--- config.mk ---
export PLATFORM = sky130hd
export DESIGN_NAME = quant_stage_4x4
export DESIGN_NICKNAME = d
export VERILOG_FILES = /design/src/rtl/quant_stage_4x4.sv
export SDC_FILE = /design/constraint.sdc
export NUM_CORES = 2
export LEC_CHECK = 0
export BUFFER_PORTS_ARGS = -buffer_cell sky130_fd_sc_hd__buf_2
export CORE_ASPECT_RATIO = 1.2
export CORE_MARGIN = 4
export CORE_UTILIZATION = 26
export CTS_CLUSTER_DIAMETER = 80
export DETAILED_ROUTE_END_ITERATION = 8
export PLACE_DENSITY = 0.39
export SYNTH_ARGS = -nofsm -noshare
export SYNTH_HDL_FRONTEND = slang
export SYNTH_SLANG_ARGS = --single-unit
--- constraint.sdc ---
create_clock -name in_clk -period 79.5 [get_ports in_clk]
set_input_delay 7.95 -clock in_clk [delete_from_list [all_inputs] [get_ports in_clk]]
set_output_delay 7.95 -clock in_clk [all_outputs]
set_load 0.005 [all_outputs]
--- src/rtl/quant_stage_4x4.sv ---
`default_nettype none
// ============================================================================
// Module      : quant_stage_4x4
// Description : Scalar quantizer for a 4x4 block of forward-transform
//               coefficients. When started, it captures all 16 coefficients
//               together with the QP and intra flag. It then uses one shared
//               multiplier to quantize one coefficient per cycle in raster
//               order (00,01,..,33).
// Ports       : in_clk           clock, all state on rising edge
//               in_rst           asynchronous active-high reset
//               in_quant_start   start request, sampled only while idle
//               in_qp            quantization parameter (>51 clamped to 51)
//               in_intra         1: f = 2^qbits/3, 0: f = 2^qbits/6
//               in_T00..in_T33   signed transform coefficients
//               out_Z00..out_Z33 signed quantized levels, registered
//               out_busy         high while a block is in flight
//               out_done         one-cycle pulse, all 16 levels valid
// Revision    : 1.0 - initial release
// ============================================================================
module quant_stage_4x4 #(
  parameter int CW  = 15,
  parameter int MFW = 14,
  parameter int QPW = 6
) (
  input  logic           in_clk,
  input  logic           in_rst,
  input  logic           in_quant_start,
  input  logic [QPW-1:0] in_qp,
  input  logic           in_intra,
  input  logic [CW-1:0]  in_T00, in_T01, in_T02, in_T03,
  input  logic [CW-1:0]  in_T10, in_T11, in_T12, in_T13,
  input  logic [CW-1:0]  in_T20, in_T21, in_T22, in_T23,
  input  logic [CW-1:0]  in_T30, in_T31, in_T32, in_T33,
  output logic [CW-1:0]  out_Z00, out_Z01, out_Z02, out_Z03,
  output logic [CW-1:0]  out_Z10, out_Z11, out_Z12, out_Z13,
  output logic [CW-1:0]  out_Z20, out_Z21, out_Z22, out_Z23,
  output logic [CW-1:0]  out_Z30, out_Z31, out_Z32, out_Z33,
  output logic           out_busy,
  output logic           out_done
);

  localparam int PW = CW + MFW;  // |W|*MF product width
  localparam int SW = PW + 1;    // product plus rounding offset

  localparam logic [QPW-1:0] c_qp_max = QPW'(51);

  typedef enum logic [1:0] {
    S_IDLE  = 2'd0,
    S_LOAD  = 2'd1,
    S_QUANT = 2'd2
  } state_t;

  state_t        r_state;
  logic [3:0]    r_idx;
  logic [CW-1:0] r_t [16];
  logic [CW-1:0] r_z [16];
  logic [3:0]    r_qp_div;
  logic [2:0]    r_qp_mod;
  logic          r_intra;
  logic          r_busy;
  logic          r_done;

  logic [CW-1:0]  w_t_in [16];
  logic [QPW-1:0] w_qp_clamped;
  logic [CW-1:0]  w_w;
  logic           w_neg;
  logic [CW-1:0]  w_abs;
  logic [MFW-1:0] w_mf;
  logic [4:0]     w_qbits;
  logic [SW-1:0]  w_pow;
  logic [SW-1:0]  w_f;
  logic [PW-1:0]  w_prod;
  logic [SW-1:0]  w_sum;
  logic [CW-1:0]  w_mag;
  logic [CW-1:0]  w_z;
  logic           w_class_a;
  logic           w_class_b;

  // Raster-order view of the coefficient inputs
  assign w_t_in[0]  = in_T00;  assign w_t_in[1]  = in_T01;
  assign w_t_in[2]  = in_T02;  assign w_t_in[3]  = in_T03;
  assign w_t_in[4]  = in_T10;  assign w_t_in[5]  = in_T11;
  assign w_t_in[6]  = in_T12;  assign w_t_in[7]  = in_T13;
  assign w_t_in[8]  = in_T20;  assign w_t_in[9]  = in_T21;
  assign w_t_in[10] = in_T22;  assign w_t_in[11] = in_T23;
  assign w_t_in[12] = in_T30;  assign w_t_in[13] = in_T31;
  assign w_t_in[14] = in_T32;  assign w_t_in[15] = in_T33;

  assign w_qp_clamped = (in_qp > c_qp_max) ? c_qp_max : in_qp;

  // Position class: A = even row and even column, B = odd row and odd column
  assign w_class_a = ~r_idx[2] & ~r_idx[0];
  assign w_class_b =  r_idx[2] &  r_idx[0];

  always_comb begin
    w_mf = MFW'(0);
    case (r_qp_mod)
      3'd0:    w_mf = w_class_a ? MFW'(13107) : (w_class_b ? MFW'(5243) : MFW'(8066));
      3'd1:    w_mf = w_class_a ? MFW'(11916) : (w_class_b ? MFW'(4660) : MFW'(7490));
      3'd2:    w_mf = w_class_a ? MFW'(10082) : (w_class_b ? MFW'(4194) : MFW'(6554));
      3'd3:    w_mf = w_class_a ? MFW'(9362)  : (w_class_b ? MFW'(3647) : MFW'(5825));
      3'd4:    w_mf = w_class_a ? MFW'(8192)  : (w_class_b ? MFW'(3355) : MFW'(5243));
      3'd5:    w_mf = w_class_a ? MFW'(7282)  : (w_class_b ? MFW'(2893) : MFW'(4559));
      default: w_mf = MFW'(0);
    endcase
  end

  // Magnitude as unsigned CW bits; the most negative input maps to 2^(CW-1)
  assign w_w     = r_t[r_idx];
  assign w_neg   = w_w[CW-1];
  assign w_abs   = w_neg ? (~w_w + CW'(1)) : w_w;

  assign w_qbits = 5'd15 + {1'b0, r_qp_div};
  assign w_pow   = SW'(1) << w_qbits;
  assign w_f     = r_intra ? (w_pow / SW'(3)) : (w_pow / SW'(6));

  assign w_prod  = PW'(w_abs) * PW'(w_mf);
  assign w_sum   = SW'(w_prod) + w_f;
  // The quotient never exceeds 6554, so CW bits hold it without loss
  assign w_mag   = CW'(w_sum >> w_qbits);
  assign w_z     = w_neg ? (-w_mag) : w_mag;

  always_ff @(posedge in_clk or posedge in_rst) begin
    if (in_rst) begin
      r_state  <= S_IDLE;
      r_idx    <= 4'd0;
      r_qp_div <= 4'd0;
      r_qp_mod <= 3'd0;
      r_intra  <= 1'b0;
      r_busy   <= 1'b0;
      r_done   <= 1'b0;
      for (int i = 0; i < 16; i++) begin
        r_t[i] <= '0;
        r_z[i] <= '0;
      end
    end else begin
      case (r_state)
        S_IDLE: begin
          r_done <= 1'b0;
          if (in_quant_start) begin
            r_state <= S_LOAD;
            r_busy  <= 1'b1;
          end
        end
        S_LOAD: begin
          for (int i = 0; i < 16; i++) begin
            r_t[i] <= w_t_in[i];
          end
          r_qp_div <= 4'(w_qp_clamped / QPW'(6));
          r_qp_mod <= 3'(w_qp_clamped % QPW'(6));
          r_intra  <= in_intra;
          r_idx    <= 4'd0;
          r_state  <= S_QUANT;
        end
        S_QUANT: begin
          r_z[r_idx] <= w_z;
          r_idx      <= r_idx + 4'd1;
          if (r_idx == 4'd15) begin
            r_done  <= 1'b1;
            r_busy  <= 1'b0;
            r_state <= S_IDLE;
          end
        end
        default: begin
          r_state <= S_IDLE;
          r_busy  <= 1'b0;
          r_done  <= 1'b0;
        end
      endcase
    end
  end

  assign out_busy = r_busy;
  assign out_done = r_done;

  assign out_Z00 = r_z[0];   assign out_Z01 = r_z[1];
  assign out_Z02 = r_z[2];   assign out_Z03 = r_z[3];
  assign out_Z10 = r_z[4];   assign out_Z11 = r_z[5];
  assign out_Z12 = r_z[6];   assign out_Z13 = r_z[7];
  assign out_Z20 = r_z[8];   assign out_Z21 = r_z[9];
  assign out_Z22 = r_z[10];  assign out_Z23 = r_z[11];
  assign out_Z30 = r_z[12];  assign out_Z31 = r_z[13];
  assign out_Z32 = r_z[14];  assign out_Z33 = r_z[15];

endmodule
`default_nettype wire

**After elaboration in Yosys (flattened, before gate mapping)**

Index checks and enable logic that the tools add are counted.
Widths: inputs -> output; s select.

- Output and inout port bits: 242
- Bits in registers: 496
- Word-level logic and storage cells: 110
- Bits of input ports: 250

- Multiplexer cells: 32
- Multipliers: 1
- Shift operators: 2
- Bitwise gates (word level): 7
- Magnitude comparators: 3
- Add/sub/neg operators: 5
- Reduce and logical (&&, ||, !) cells: 7
- Div/mod/pow operators: 4
- Equal/unequal tests: 10

Operators with widths:

| cell | number |
|---|---|
| $bwmux 240 | 1 |
| $pmux 14 s6 | 1 |
| $mux 15 | 5 |
| $mux 14 | 5 |
| $bmux 15 s4 | 1 |
| $demux 15 s4 | 1 |
| $mux 13 | 4 |
| $mux 12 | 3 |
| $add 29x30->30 | 1 |
| $div 30x2->30 const B | 1 |
| $div 30x3->30 const B | 1 |
| $mux 30 | 1 |
| $shl 1x5->30 const A | 1 |
| $shr 30x5->15 | 1 |
| $mul 15x14->29 | 1 |
| $add 15x1->15 const B | 1 |
| $neg 15->15 | 1 |
| $not 15->15 | 1 |
| $pmux 4 s2 | 1 |
| $div 6x3->6 const B | 1 |
| $eq 3x2->1 const B | 2 |
| $eq 3x3->1 const B | 2 |
| $gt 6x6->1 const B | 1 |
| $mod 6x3->6 const B | 1 |
| other kinds (24) | 32 |

**Longest topological paths before layout**

- Depth in word-level cells: 13
- Gate-level depth with buffers: 289
- Depth with buffers taken out: 256

**Worst setup path after synthesis**

OpenSTA, ideal clock, no wires.

- Kind: register -> register
- From: register r_intra
- To: register r_z, in the netlist out_Z11[12]
- Path slack: 23176 ps
- Required time: 79373 ps
- Buffers on the path: 30
- Arrival: 56197 ps
- Stages on the path, launching flop included: 281
- Setup time: 127 ps
- Cell sequence: dfrtp_1 inv_1 ha_1 o21ai_0 and2_1 ha_1 o21a_1 a22o_1 a211oi_2 a211oi_1 o21ai_0 nand2_1 ha_1 nor2_1 nand2_1 a21oi_1 a21o_1 ha_1 (+245 left out) o41ai_2 a21oi_1 o21ai_1 a21boi_1 or3_1 a31oi_1 a2bb2oi_1 and2_1 o21ai_1 nand2_1 clkbuf_1 ha_1 inv_1 nor4b_4 a31oi_1 xnor2_2 buf_2 o21ai_1

- Cells in the longest elaborated chain, start to end: 6

Ends and longest elaborated chain:

| what | line | RTL |
|---|---|---|
| start, declared | 59 | `logic r_intra;` |
| start signal, assigned | 151 | `r_intra <= in_intra;` |
| $mux 30 * | 115 | `assign w_f = r_intra ? (w_pow / SW'(3)) : (w_pow / SW'(6));` |
| $add 29x30->30 * | 118 | `assign w_sum = SW'(w_prod) + w_f;` |
| $shr 30x5->15 * | 120 | `assign w_mag = CW'(w_sum >> w_qbits);` |
| $neg 15->15 | 121 | `assign w_z = w_neg ? (-w_mag) : w_mag;` |
| $mux 15 * | 121 |  |
| $bwmux 240 * | 156 | `r_z[r_idx] <= w_z;` |
| end signal, assigned by index | 156 |  |
| end, declared | 56 | `logic [CW-1:0] r_z [16];` |

Mark *: on every way between the ends. The rest lies on a longest branch, timed or not.
A chain may end at the register's enable or synchronous reset.

**Worst setup path after layout**

- From: register r_qp_div[1]
- To: register r_z, in the netlist out_Z31[8]

- Cells in the longest elaborated chain, start to end: 9

Ends and longest elaborated chain:

| what | line | RTL |
|---|---|---|
| start, declared | 57 | `logic [3:0] r_qp_div;` |
| start signal, assigned | 149 | `r_qp_div <= 4'(w_qp_clamped / QPW'(6));` |
| $add 4x4->5 * | 113 | `assign w_qbits = 5'd15 + {1'b0, r_qp_div};` |
| $shl 1x5->30 | 114 | `assign w_pow = SW'(1) << w_qbits;` |
| $div 30x3->30 or $div 30x2->30 (tied branches) | 115 |  |
| $mux 30 | 115 |  |
| $add 29x30->30 | 118 |  |
| $shr 30x5->15 * | 120 |  |
| $neg 15->15 | 121 |  |
| $mux 15 * | 121 |  |
| $bwmux 240 * | 156 |  |

Marks and branches as above.

==> results.yml <==
setup_path:
  worstPathRequired_ps: 79980
  r2r_cells: 254
  crit_fanout: 27
  crit_path_max_incr_delay_ps: 870
  critPathMostFrequentCell: "ha_1"
  cp-end-kind: "flop"
  reg2reg_from: "r_qp_div[1]"
  cp-start-kind: "flop"
  cp_data_arrival_time_ps: 67680
  regToRegSetupSlack_ps: 12300
  timing.rr.end: "out_Z31[8]"
  crit_type: "flop to flop"
  slowest_stage: "dfrtp_1"
cts:
  clk_latency_ps: 610
  root_buffer: "clkbuf_16"
  clk_pin_slew_ps: 70
  clkSinkCount: 496
  cts_resized: 0
  ctsHoldBuffers: 0
  cts_made_buffers: 47
  post-cts-setup-buffers: 0
  clk_path_buf_depth: 3
  htreeDepth: 2
  cts_tree: "yes"
route:
  ant_nets: 0
  firstDrtPassIters: 6
  drc_errors: 0
  num_vias: 42370
  drt_iter0_markers: 2487
  wl_per_cell_microns: 23.0
  routed_wl_mm: 185
  via_per_inst: 5.27
synth:
  synth-simple-area-share_pct: 20.9
  synth_xor_area_share_pct: 4.57
  post_synth_fa_ha_maj_area_fraction_pct: 12.1
  syn_area_sq_mm: 0.0466
  async_flop_share_pct: 100
  syn_inst: 5285
  synth_edf_count: 0
  synth_compound_area_share_pct: 19.5
  yosys-mux-area-fraction_pct: 11.4
  synth.distinct_cells: 136
  avgSynthCellArea_sq_um: 8.82
  synthFlopType: "dfrtp_1"
  synth_top_family_by_area: "simple AND/OR/NAND/NOR gates"
  yosys_warnings: 0
  ys_seq_area_share_pct: 26.6
  ys_ff_latch: 496
sta:
  period_minus_slack_ps: 67200
  clock_skew_ps: 32.5
  relSlewSlack_pct: 21.8
  timing.fmax_mhz: 14.9
  finalHoldViolations: 0
  layout_setup_ws_ps: 12300
  setup_viol: 0
  tightest_slew_ps: 1170
  rsz0062_at_grt: "false"
  setup-tns-final_ps: 0
  report.final.slew_viol_count: 0
  fin_crit_sh_pct: 84.5
global_route:
  overflow: 0
  grt_pass1_vias: 43155
  grt_max_degree: 164
  antenna_found_initial: 70
  grt_pass1_wl_mm: 280
  track_usage_pct: 19.3
min_path:
  hold_start: "out_Z10[4]"
  whs_path_depth: 2
  min_path_type: "flop to flop"
  min_to: "out_Z10[4]"
final_layout:
  nNetsFinal: 6255
  regMostFlops: "r_t"
  largest_register_ffs: 240
  seqCellArea_sq_mm: 0.0124
  drive_gt1_share_pct: 20.5
  fin_util_pct: 29.8
  multi_input_area_sq_mm: 0.0321
  fin_area_sq_mm: 0.0533
  nFillCells: 19175
  syn_to_final_growth_pct: 14.2
floorplanning:
  ios: 492
  fp.dieH_microns: 472
  initial_utilization_pct: 26.1
  core_sq_mm: 0.179
  num_rows: 170
  dieArea_sq_mm: 0.186
  die_w_microns: 395
outcome:
  outcome: "finished clean"
placed_design:
  place_area_sq_mm: 0.0516
  portBuffers: 491
  pre_cts_ws_ps: 13040
  place_hpwl_mm: 147
  gp_congestion: 0.855
run:
  maxCapViolCount: 0
[Yosys cell counts, types with 139 or more instances]
library cell | number | share of area, %
inv_1 | 279 | 2.2
a21oi_1 | 192 | 2.1
o21ai_0 | 225 | 2.4
o21ai_1 | 206 | 2.2
ha_1 | 159 | 4.3
clkbuf_1 | 139 | 1.1
xnor2_1 | 144 | 2.7
fa_1 | 181 | 7.8
nand2_1 | 691 | 5.6
mux2_2 | 264 | 6.4
dfrtp_1 | 496 | 27
nor2_1 | 395 | 3.2
[metrics by stage]
step | hold WS [ps] | instances
after global placement | 459 | 7938
after global routing | 503 | 8028
final | 477 | 8043
after detailed placement | 465 | 7938
after floorplan | 473 | 5299
after CTS | 481 | 8021
[layout make-up]
class,count,share of cell area (%)
inverters,298,2.11
flip-flops and latches,496,23.3
clock inverters,22,0.564
diodes,22,0.103
clock buffers,61,2.48
repair buffers,570,5.77
multi-input cells,4252,60.2
well taps,2322,5.45
[worst max path at each step]
stage | startpoint | endpoint | slack, ps | cells after the start
global route | r_qp_div[1] | out_Z20[8] | 6320 | 255
finish | r_qp_div[1] | out_Z31[8] | 12300 | 254
global placement | r_intra | out_Z22[8] | 14800 | 253
detailed placement | r_intra | out_Z22[8] | 13040 | 253
floorplan | r_intra | out_Z11[12] | 23180 | 280
CTS | r_intra | out_Z31[8] | 12730 | 253
[critical path, delay by kind of cell (launching register included)]
family	cells	cell delay, ps
multiplexers	4	1240
adder cells (fa/ha/maj)	31	10100
AO/OA/AOI/OAI	72	18330
AND/OR/NAND/NOR	100	24930
XOR/XNOR	24	7510
buffers and inverters	23	3880
flip-flops	1	870
[kinds of logic after synthesis]
kind of cell / count (synthesis)
flops: 496
compound gates: 1317
buf+inv: 551
xor+xnor: 235
simple gates: 1940
fa+ha+maj: 343
mux: 401
other cells: 2
[metal layers]
layer | vias to the layer above | global-route usage (%) | share of wire (%)
met3 | 252 | 5.12 | 6.9
li1 | 19935 | - | -
met4 | 72 | 3.86 | 2.0
met2 | 1056 | 35.0 | 50
met5 | - | 0 | 0.25
met1 | 21055 | 22.8 | 40
[cells in the final DEF (no fill, tap or decap), drive strengths merged, types with 19 or more instances in the layout]
cell / count
nor3: 137
a31oi: 63
o41ai: 22
nor2b: 40
xnor2: 151
o22ai: 19
or3: 56
a21o: 54
o211ai: 40
diode: 22
ha: 159
xor2: 83
nand4: 57
mux2i: 55
fa: 181
clkbuf: 61
or2: 44
o21a: 42
nand2b: 55
and3: 40
nor2: 397
a211oi: 68
and2: 115
a21oi: 196
o31ai: 34
nor4: 51
mux2: 271
dfrtp: 496
nand3: 119
nand2: 693
nor3b: 25
a21boi: 24
mux4: 75
or4: 20
buf: 570
o21ai: 434
inv: 296
a2111oi: 27
Power is left out: the tool's default activity adds up to more than one toggle a clock period on the data nets, which glitch-free logic cannot reach.
